File: src/rtl/link_pkg.sv
// Shared types and constants for the board-to-board link session logic.
// Latency: n/a (declarations only).
// Backpressure: n/a.
package link_pkg;

   // Session states; the 3-bit codes are visible on the state port.
   typedef enum logic [2:0] {
      ST_IDLE       = 3'd0,
      ST_WAIT_PEER  = 3'd1,
      ST_LINKED     = 3'd2,
      ST_START_WAIT = 3'd3,
      ST_PLAYING    = 3'd4,
      ST_WON        = 3'd5,
      ST_LOST       = 3'd6
   } link_state_t;

   // Role reported on status once linked.
   localparam logic MASTER = 1'b0;
   localparam logic SLAVE  = 1'b1;

   // Larger of two integers, used to size the shared timeout counter.
   function automatic int max_int(input int a, input int b);
      return (a > b) ? a : b;
   endfunction

endpackage

File: src/rtl/link_rx_sync.sv
// Brings one asynchronous peer line into the clock domain and glitch-filters it.
// Latency: 2 + FILTER_LEN cycles from pin change to rx change; shorter pulses are dropped.
// Backpressure: none, free-running sampler.
module link_rx_sync #(
   parameter int FILTER_LEN = 4
) (
   input  logic clk,
   input  logic rst,
   input  logic async_line,
   output logic rx
);

   // Run counter only needs to reach FILTER_LEN-1.
   localparam int CW = (FILTER_LEN > 1) ? $clog2(FILTER_LEN) : 1;
   localparam logic [CW-1:0] RUN_LAST = CW'(FILTER_LEN - 1);

   logic          sync1;
   logic          sync2;
   logic [CW-1:0] run_cnt;

   // Two-flop synchroniser against metastability on the raw pin.
   always_ff @(posedge clk or negedge rst) begin
      if (!rst) begin
         sync1 <= 1'b0;
         sync2 <= 1'b0;
      end else begin
         sync1 <= async_line;
         sync2 <= sync1;
      end
   end

   // Accept a new level only after FILTER_LEN consecutive samples disagree with rx.
   always_ff @(posedge clk or negedge rst) begin
      if (!rst) begin
         run_cnt <= '0;
         rx      <= 1'b0;
      end else if (sync2 != rx) begin
         if (run_cnt == RUN_LAST) begin
            rx      <= sync2;
            run_cnt <= '0;
         end else begin
            run_cnt <= run_cnt + CW'(1);
         end
      end else begin
         run_cnt <= '0;
      end
   end

endmodule

File: src/rtl/link_session_ctrl.sv
// Sequences the two-board link (connect/start/finish) and decides master/slave role.
// Latency: outputs registered, change on the transition edge; peer inputs add 2+FILTER_LEN cycles.
// Backpressure: none; request pulses in states that do not use them are dropped.
module link_session_ctrl
   import link_pkg::*;
#(
   parameter int   FILTER_LEN      = 4,
   parameter int   CONNECT_TIMEOUT = 100000000,
   parameter int   START_TIMEOUT   = 10000000,
   parameter int   TIE_WINDOW      = 8,
   parameter logic BOARD_ID        = 1'b0
) (
   input  logic       clk,
   input  logic       rst,
   input  logic       req_connect,
   input  logic       req_start,
   input  logic       req_return,
   input  logic       local_finish,
   input  logic       receive_connect,
   input  logic       receive_start,
   input  logic       receive_game_finish,
   output logic       send_connect,
   output logic       send_start,
   output logic       send_game_finish,
   output logic       status,
   output logic       game_init,
   output logic       link_up,
   output logic       timeout,
   output logic [2:0] state
);

   localparam int TMAX = max_int(CONNECT_TIMEOUT, START_TIMEOUT);
   localparam int TW   = (TMAX > 1) ? $clog2(TMAX) : 1;
   localparam logic [TW-1:0] CONN_LAST  = TW'(CONNECT_TIMEOUT - 1);
   localparam logic [TW-1:0] START_LAST = TW'(START_TIMEOUT - 1);
   // Tie counter saturates one past the window so "outside" stays distinguishable.
   localparam int KW = $clog2(TIE_WINDOW + 2);
   localparam logic [KW-1:0] TIE_LAST = KW'(TIE_WINDOW);

   link_state_t   st;
   logic [TW-1:0] tcnt;
   logic [KW-1:0] tie_cnt;
   logic          slave_pending;
   logic          rx_connect;
   logic          rx_start;
   logic          rx_game_finish;

   link_rx_sync #(.FILTER_LEN(FILTER_LEN)) u_rx_connect (
      .clk        (clk),
      .rst        (rst),
      .async_line (receive_connect),
      .rx         (rx_connect)
   );

   link_rx_sync #(.FILTER_LEN(FILTER_LEN)) u_rx_start (
      .clk        (clk),
      .rst        (rst),
      .async_line (receive_start),
      .rx         (rx_start)
   );

   link_rx_sync #(.FILTER_LEN(FILTER_LEN)) u_rx_game_finish (
      .clk        (clk),
      .rst        (rst),
      .async_line (receive_game_finish),
      .rx         (rx_game_finish)
   );

   assign state = st;

   // Session FSM with its counters and registered outputs; the link-loss block at the end overrides the case.
   always_ff @(posedge clk or negedge rst) begin
      if (!rst) begin
         st               <= ST_IDLE;
         tcnt             <= '0;
         tie_cnt          <= '0;
         slave_pending    <= 1'b0;
         send_connect     <= 1'b0;
         send_start       <= 1'b0;
         send_game_finish <= 1'b0;
         status           <= 1'b0;
         game_init        <= 1'b0;
         link_up          <= 1'b0;
         timeout          <= 1'b0;
      end else begin
         game_init <= 1'b0;
         timeout   <= 1'b0;
         if (tcnt != '1) tcnt <= tcnt + TW'(1);
         if (tie_cnt <= TIE_LAST) tie_cnt <= tie_cnt + KW'(1);

         case (st)
            ST_IDLE: begin
               if (req_connect) begin
                  st            <= ST_WAIT_PEER;
                  tcnt          <= '0;
                  tie_cnt       <= '0;
                  send_connect  <= 1'b1;
                  slave_pending <= rx_connect;
               end
            end
            ST_WAIT_PEER: begin
               if (rx_connect) begin
                  st      <= ST_LINKED;
                  tcnt    <= '0;
                  link_up <= 1'b1;
                  // tie_cnt here equals the cycles between our request and the peer's rise.
                  status  <= (!slave_pending && tie_cnt <= TIE_LAST) ? BOARD_ID : slave_pending;
               end else if (req_return) begin
                  st           <= ST_IDLE;
                  tcnt         <= '0;
                  send_connect <= 1'b0;
               end else if (tcnt == CONN_LAST) begin
                  st           <= ST_IDLE;
                  tcnt         <= '0;
                  send_connect <= 1'b0;
                  timeout      <= 1'b1;
               end
            end
            ST_LINKED: begin
               if (req_return) begin
                  st               <= ST_IDLE;
                  tcnt             <= '0;
                  send_connect     <= 1'b0;
                  send_start       <= 1'b0;
                  send_game_finish <= 1'b0;
                  link_up          <= 1'b0;
               end else if (status == MASTER) begin
                  if (req_start) begin
                     st         <= ST_START_WAIT;
                     tcnt       <= '0;
                     send_start <= 1'b1;
                  end
               end else if (rx_start) begin
                  st         <= ST_PLAYING;
                  tcnt       <= '0;
                  send_start <= 1'b1;
                  game_init  <= 1'b1;
               end
            end
            ST_START_WAIT: begin
               if (rx_start) begin
                  st        <= ST_PLAYING;
                  tcnt      <= '0;
                  game_init <= 1'b1;
               end else if (req_return) begin
                  st         <= ST_LINKED;
                  tcnt       <= '0;
                  send_start <= 1'b0;
               end else if (tcnt == START_LAST) begin
                  st         <= ST_LINKED;
                  tcnt       <= '0;
                  send_start <= 1'b0;
                  timeout    <= 1'b1;
               end
            end
            ST_PLAYING: begin
               if (local_finish) begin
                  st               <= ST_WON;
                  tcnt             <= '0;
                  send_game_finish <= 1'b1;
               end else if (rx_game_finish) begin
                  st   <= ST_LOST;
                  tcnt <= '0;
               end
            end
            ST_WON, ST_LOST: begin
               if (req_return) begin
                  st               <= ST_LINKED;
                  tcnt             <= '0;
                  send_start       <= 1'b0;
                  send_game_finish <= 1'b0;
               end
            end
            default: begin
               st   <= ST_IDLE;
               tcnt <= '0;
            end
         endcase

         // Losing the peer's connect line wins over everything once linked.
         if (!rx_connect && (st inside {ST_LINKED, ST_START_WAIT, ST_PLAYING, ST_WON, ST_LOST})) begin
            st               <= ST_IDLE;
            tcnt             <= '0;
            send_connect     <= 1'b0;
            send_start       <= 1'b0;
            send_game_finish <= 1'b0;
            link_up          <= 1'b0;
            game_init        <= 1'b0;
         end
      end
   end

endmodule

File: config.mk
export PLATFORM = sky130hd
export DESIGN_NAME = link_session_ctrl
export DESIGN_NICKNAME = d
export VERILOG_FILES = /design/src/rtl/link_pkg.sv /design/src/rtl/link_rx_sync.sv /design/src/rtl/link_session_ctrl.sv
export SDC_FILE = /design/constraint.sdc
export NUM_CORES = 1
export LEC_CHECK = 0
export BUFFER_PORTS_ARGS = -buffer_cell sky130_fd_sc_hd__buf_2
export CAP_MARGIN = 10
export CORE_MARGIN = 1
export CORE_UTILIZATION = 60
export CTS_CLUSTER_DIAMETER = 150
export DETAILED_ROUTE_END_ITERATION = 7
export PLACE_DENSITY = 0.86
export SETUP_SLACK_MARGIN = 0.3
export SLEW_MARGIN = 20
export SYNTH_ARGS = -nofsm -noshare
export SYNTH_HDL_FRONTEND = slang
export SYNTH_SLANG_ARGS = --single-unit
File: constraint.sdc
create_clock -name clk -period 2.8 [get_ports clk]
set_input_delay 0.28 -clock clk [delete_from_list [all_inputs] [get_ports clk]]
set_output_delay 0.28 -clock clk [all_outputs]
set_load 0.005 [all_outputs]
==> metrics.md <==
| Metric | Value |
|---|---|
| Internal | `0.00145 W` |
| Clock share of power | `19.3%` |
| Post-Syn Area | `2800 um^2` |
| Routing usage on met2 | `40.6%` |
| N_diodes | `0` |
| Setup_tns | `0 ns` |
| CP Launch Type | `flip-flop` |
| Slew HR | `50.4%` |
| Worst path slowest cell | `or4_4` |
| Tcrit/Tclk final | `81.7%` |
| Sequential share of the synthesized area | `47.4%` |
| CP Launch Point | `tcnt[8]$_DFF_PN0_` |
| Fillers | `351` |
| Worst-path clk slew | `0.10 ns` |
| # setup viols final | `0` |
| CP cell instances | `or4_4 > nor4_1 > nand3_1 > nand3_1 > a21o_1 > buf_4 > a21oi_1` |
| Drt drc | `0` |
| Met3 Track Usage GR | `4.47%` |
| Post-route ant nets | `0` |
| Largest net degree at the start of global routing | `34` |
| Total length of routed wires | `5.92 mm` |
| Crit-path max cell delay | `0.58 ns` |
| Critical path arrival | `2.47 ns` |
| Routing usage on met1 | `35.3%` |
| Die Width | `70.3 um` |
| Fmax | `437 MHz` |
| CTS tree | `yes` |
| Cells after Synth | `289` |
| Final core occ | `68.8%` |
| First drt pass iteration count | `5` |
| Comb pwr share | `37.3%` |
| Placer Congestion | `0.862` |
| FF+latch count, synth | `53` |
| Post-synth EDFFs | `0` |
| Maximum vdd drop | `0.530 mV` |
| Hold-fix buffers, CTS | `0` |
| Layout area overhead | `8.68%` |
| Post-Route Skew | `0.00519 ns` |
| Critical path class | `reg2reg` |
| First-pass GRT wire length | `10.1 mm` |
| Total power | `0.00236 W` |
| Die ar. | `4940 um^2` |
| Yosys cell types | `48` |
| Via density | `6.45` |
| R2R Setup Slk | `0.51 ns` |
| Fin cells | `363` |
| End of the critical path | `tcnt[25]$_DFF_PN0_` |
| CP required | `2.98 ns` |
| FF-to-FF End | `tcnt[25]$_DFF_PN0_` |
| Share of cells above drive strength 1 | `15.1%` |
| Slew @ Worst Pin | `0.743 ns` |
| R2R depth | `7` |
| CP max FO | `27` |
| Max_cap viols | `0` |
| Leak | `1.27 nW` |
| RSZ-0062 raised after global routing | `false` |
| Fin. max-slew vios | `0` |
| Sequential power share | `43.4%` |
| Vias | `2,341` |
| Sw Pwr | `0.000905 W` |
| Layer with the highest usage | `met2` |
| Final #Nets | `325` |
| IO buf count | `18` |
| H-tree levels | `2` |
| Status | `finished clean` |
| Core footprint | `4410 um^2` |
| Total congestion overflow | `0` |
| Critical Path Sink Type | `flip-flop` |
| Syn_area_per_cell | `9.68 um^2` |
| CP dominant cell by count | `nand3_1` |
| Die Span Y | `70.3 um` |
| Syn nets | `304` |
| Cells after DPL | `355` |
| Resized Gates After CTS | `0` |
| Post-CTS Setup Bufs | `0` |
| Antenna violations before repair | `0` |
| Critical R2R Launch | `tcnt[8]$_DFF_PN0_` |
| Number of DRC markers in iteration 0 | `175` |
| Clock sinks | `53` |
| CTS max path bufs | `2` |
| FF+latch area | `1330 um^2` |
| Final hold violation count | `0` |
| Multi-input logic area | `1390 um^2` |
| Post-DP HPWL | `4.16 mm` |
| Worst path bufs/invs | `1` |
| Critical Path Stages | `7` |
| Clk_lat worst skew | `0.31 ns` |
| Worst hold path type | `in2async` |
| Power Dens Cells | `775 nW/um^2` |
| GRT Total Usage | `25.8%` |
| Min Tclk post-route | `2.29 ns` |
| Effective utilization at floorplan | `63.4%` |
| Net Sw Frac | `38.4%` |
| Delay-heaviest family, CP | `simple AND/OR/NAND/NOR gates` |
| I/O Pins | `19` |
| Mean routed wirelength per cell | `16.3 um` |
| Async SR Flop Fraction | `100%` |
| Top FF cell, synth | `dfrtp_1` |
| Min Hold Slack | `0.0288 ns` |
| Vias in the first global route | `2,164` |
| CTS root buf | `clkbuf_8` |
| TritonCTS buffer count | `5` |
| Row Count | `24` |
| YS warnings | `0` |
## synth_stat cells, types with 2 or more instances
cell type | instances | area (um^2)
and3_1 | 5 | 31.3
nor3_1 | 14 | 70.1
dfrtp_1 | 53 | 1330
o21ai_0 | 8 | 40.0
and2_1 | 3 | 18.8
xor2_1 | 11 | 96.3
a32o_1 | 3 | 30.0
and4_1 | 4 | 35.0
xnor2_1 | 12 | 105
mux2_2 | 5 | 56.3
nand4_1 | 13 | 81.3
buf_4 | 3 | 22.5
nand2b_1 | 2 | 12.5
nor4_1 | 9 | 56.3
buf_2 | 2 | 10.0
ha_1 | 6 | 75.1
or2_2 | 2 | 12.5
nor3b_1 | 2 | 15.0
clkbuf_1 | 4 | 15.0
or4_4 | 2 | 22.5
o221ai_1 | 2 | 17.5
a21oi_1 | 13 | 65.1
inv_1 | 4 | 15.0
mux2i_1 | 3 | 30.0
nor2b_1 | 5 | 31.3
nor2_1 | 42 | 158
nand2_1 | 20 | 75.1
a31oi_1 | 5 | 31.3
nand3_1 | 13 | 65.1
## power by group through the flow
stage / Sequential, W / Combinational (W) / Clock, W
3_5_place_dp: 0.00104 / 0.000871 / 0
6_report: 0.00102 / 0.000878 / 0.000455
2_1_floorplan: 0.000995 / 0.000681 / 0
4_1_cts: 0.00102 / 0.000875 / 0.000463
3_3_place_gp: 0.00103 / 0.000845 / 0
5_1_grt: 0.00104 / 0.000987 / 0.000496
## cells by family (layout without fill, tap and decap cells)
logic type               after synthesis  after routing  synth area share (%)
multiplexers                           8              8                  3.09
AO/OA/AOI/OAI                         41             41                  9.75
adder cells (fa/ha/maj)                6              6                  2.68
buffers and inverters                 16             38                  2.91
XOR/XNOR                              23             23                  7.20
flip-flops                            53             53                  47.4
AND/OR/NAND/NOR                      142            142                  26.9
## registers in the layout (all words and copies together) (netlist names), 2 cells and up
| signal | cells |
|---|---|
| state | 3 |
| tcnt | 27 |
| u_rx_connect.run_cnt | 2 |
| u_rx_game_finish.run_cnt | 2 |
| u_rx_start.run_cnt | 2 |
## per-layer routing
metal | share of wire, % | vias to the layer above
met5 | 0 | -
met4 | 2.5 | 0
met3 | 6.0 | 20
met2 | 48 | 110
met1 | 43 | 1120
li1 | - | 1091
## layout by cell type (no fill, tap or decap), drive strengths merged, types with 11 or more instances in the layout
master,Yosys,final
a21oi,13,13
nor3,15,15
xor2,11,11
dfrtp,53,53
buf,7,25
nor2,42,42
nand2,20,20
nand3,13,13
xnor2,12,12
nand4,13,13
## worst min-delay path by stage
stage	to
floorplan	game_init$_DFF_PN0_
global placement	u_rx_start.sync2$_DFF_PN0_
global route	u_rx_connect.sync1$_DFF_PN0_
detailed placement	u_rx_connect.sync2$_DFF_PN0_
CTS	send_start$_DFFE_PN0P_
finish	u_rx_game_finish.sync2$_DFF_PN0_
## per-stage QoR
| step | cell area, um^2 | setup slack [ns] |
|---|---|---|
| after floorplan | 2800 | 0.726 |
| after global placement | 2940 | 0.589 |
| after detailed placement | 2940 | 0.537 |
| after CTS | 3040 | 0.515 |
| after global routing | 3040 | 0.356 |
| final | 3040 | 0.512 |
## area by class of cell
cell class | count | area share (%)
multi-input combinational | 220 | 45.7
sequential | 53 | 43.6
timing repair buffer | 25 | 4.69
clock buffer | 5 | 2.26
tap | 52 | 2.14
clock inverter | 3 | 0.947
inverter | 5 | 0.618
No activity file was read; power rests on OpenSTA's default activity.
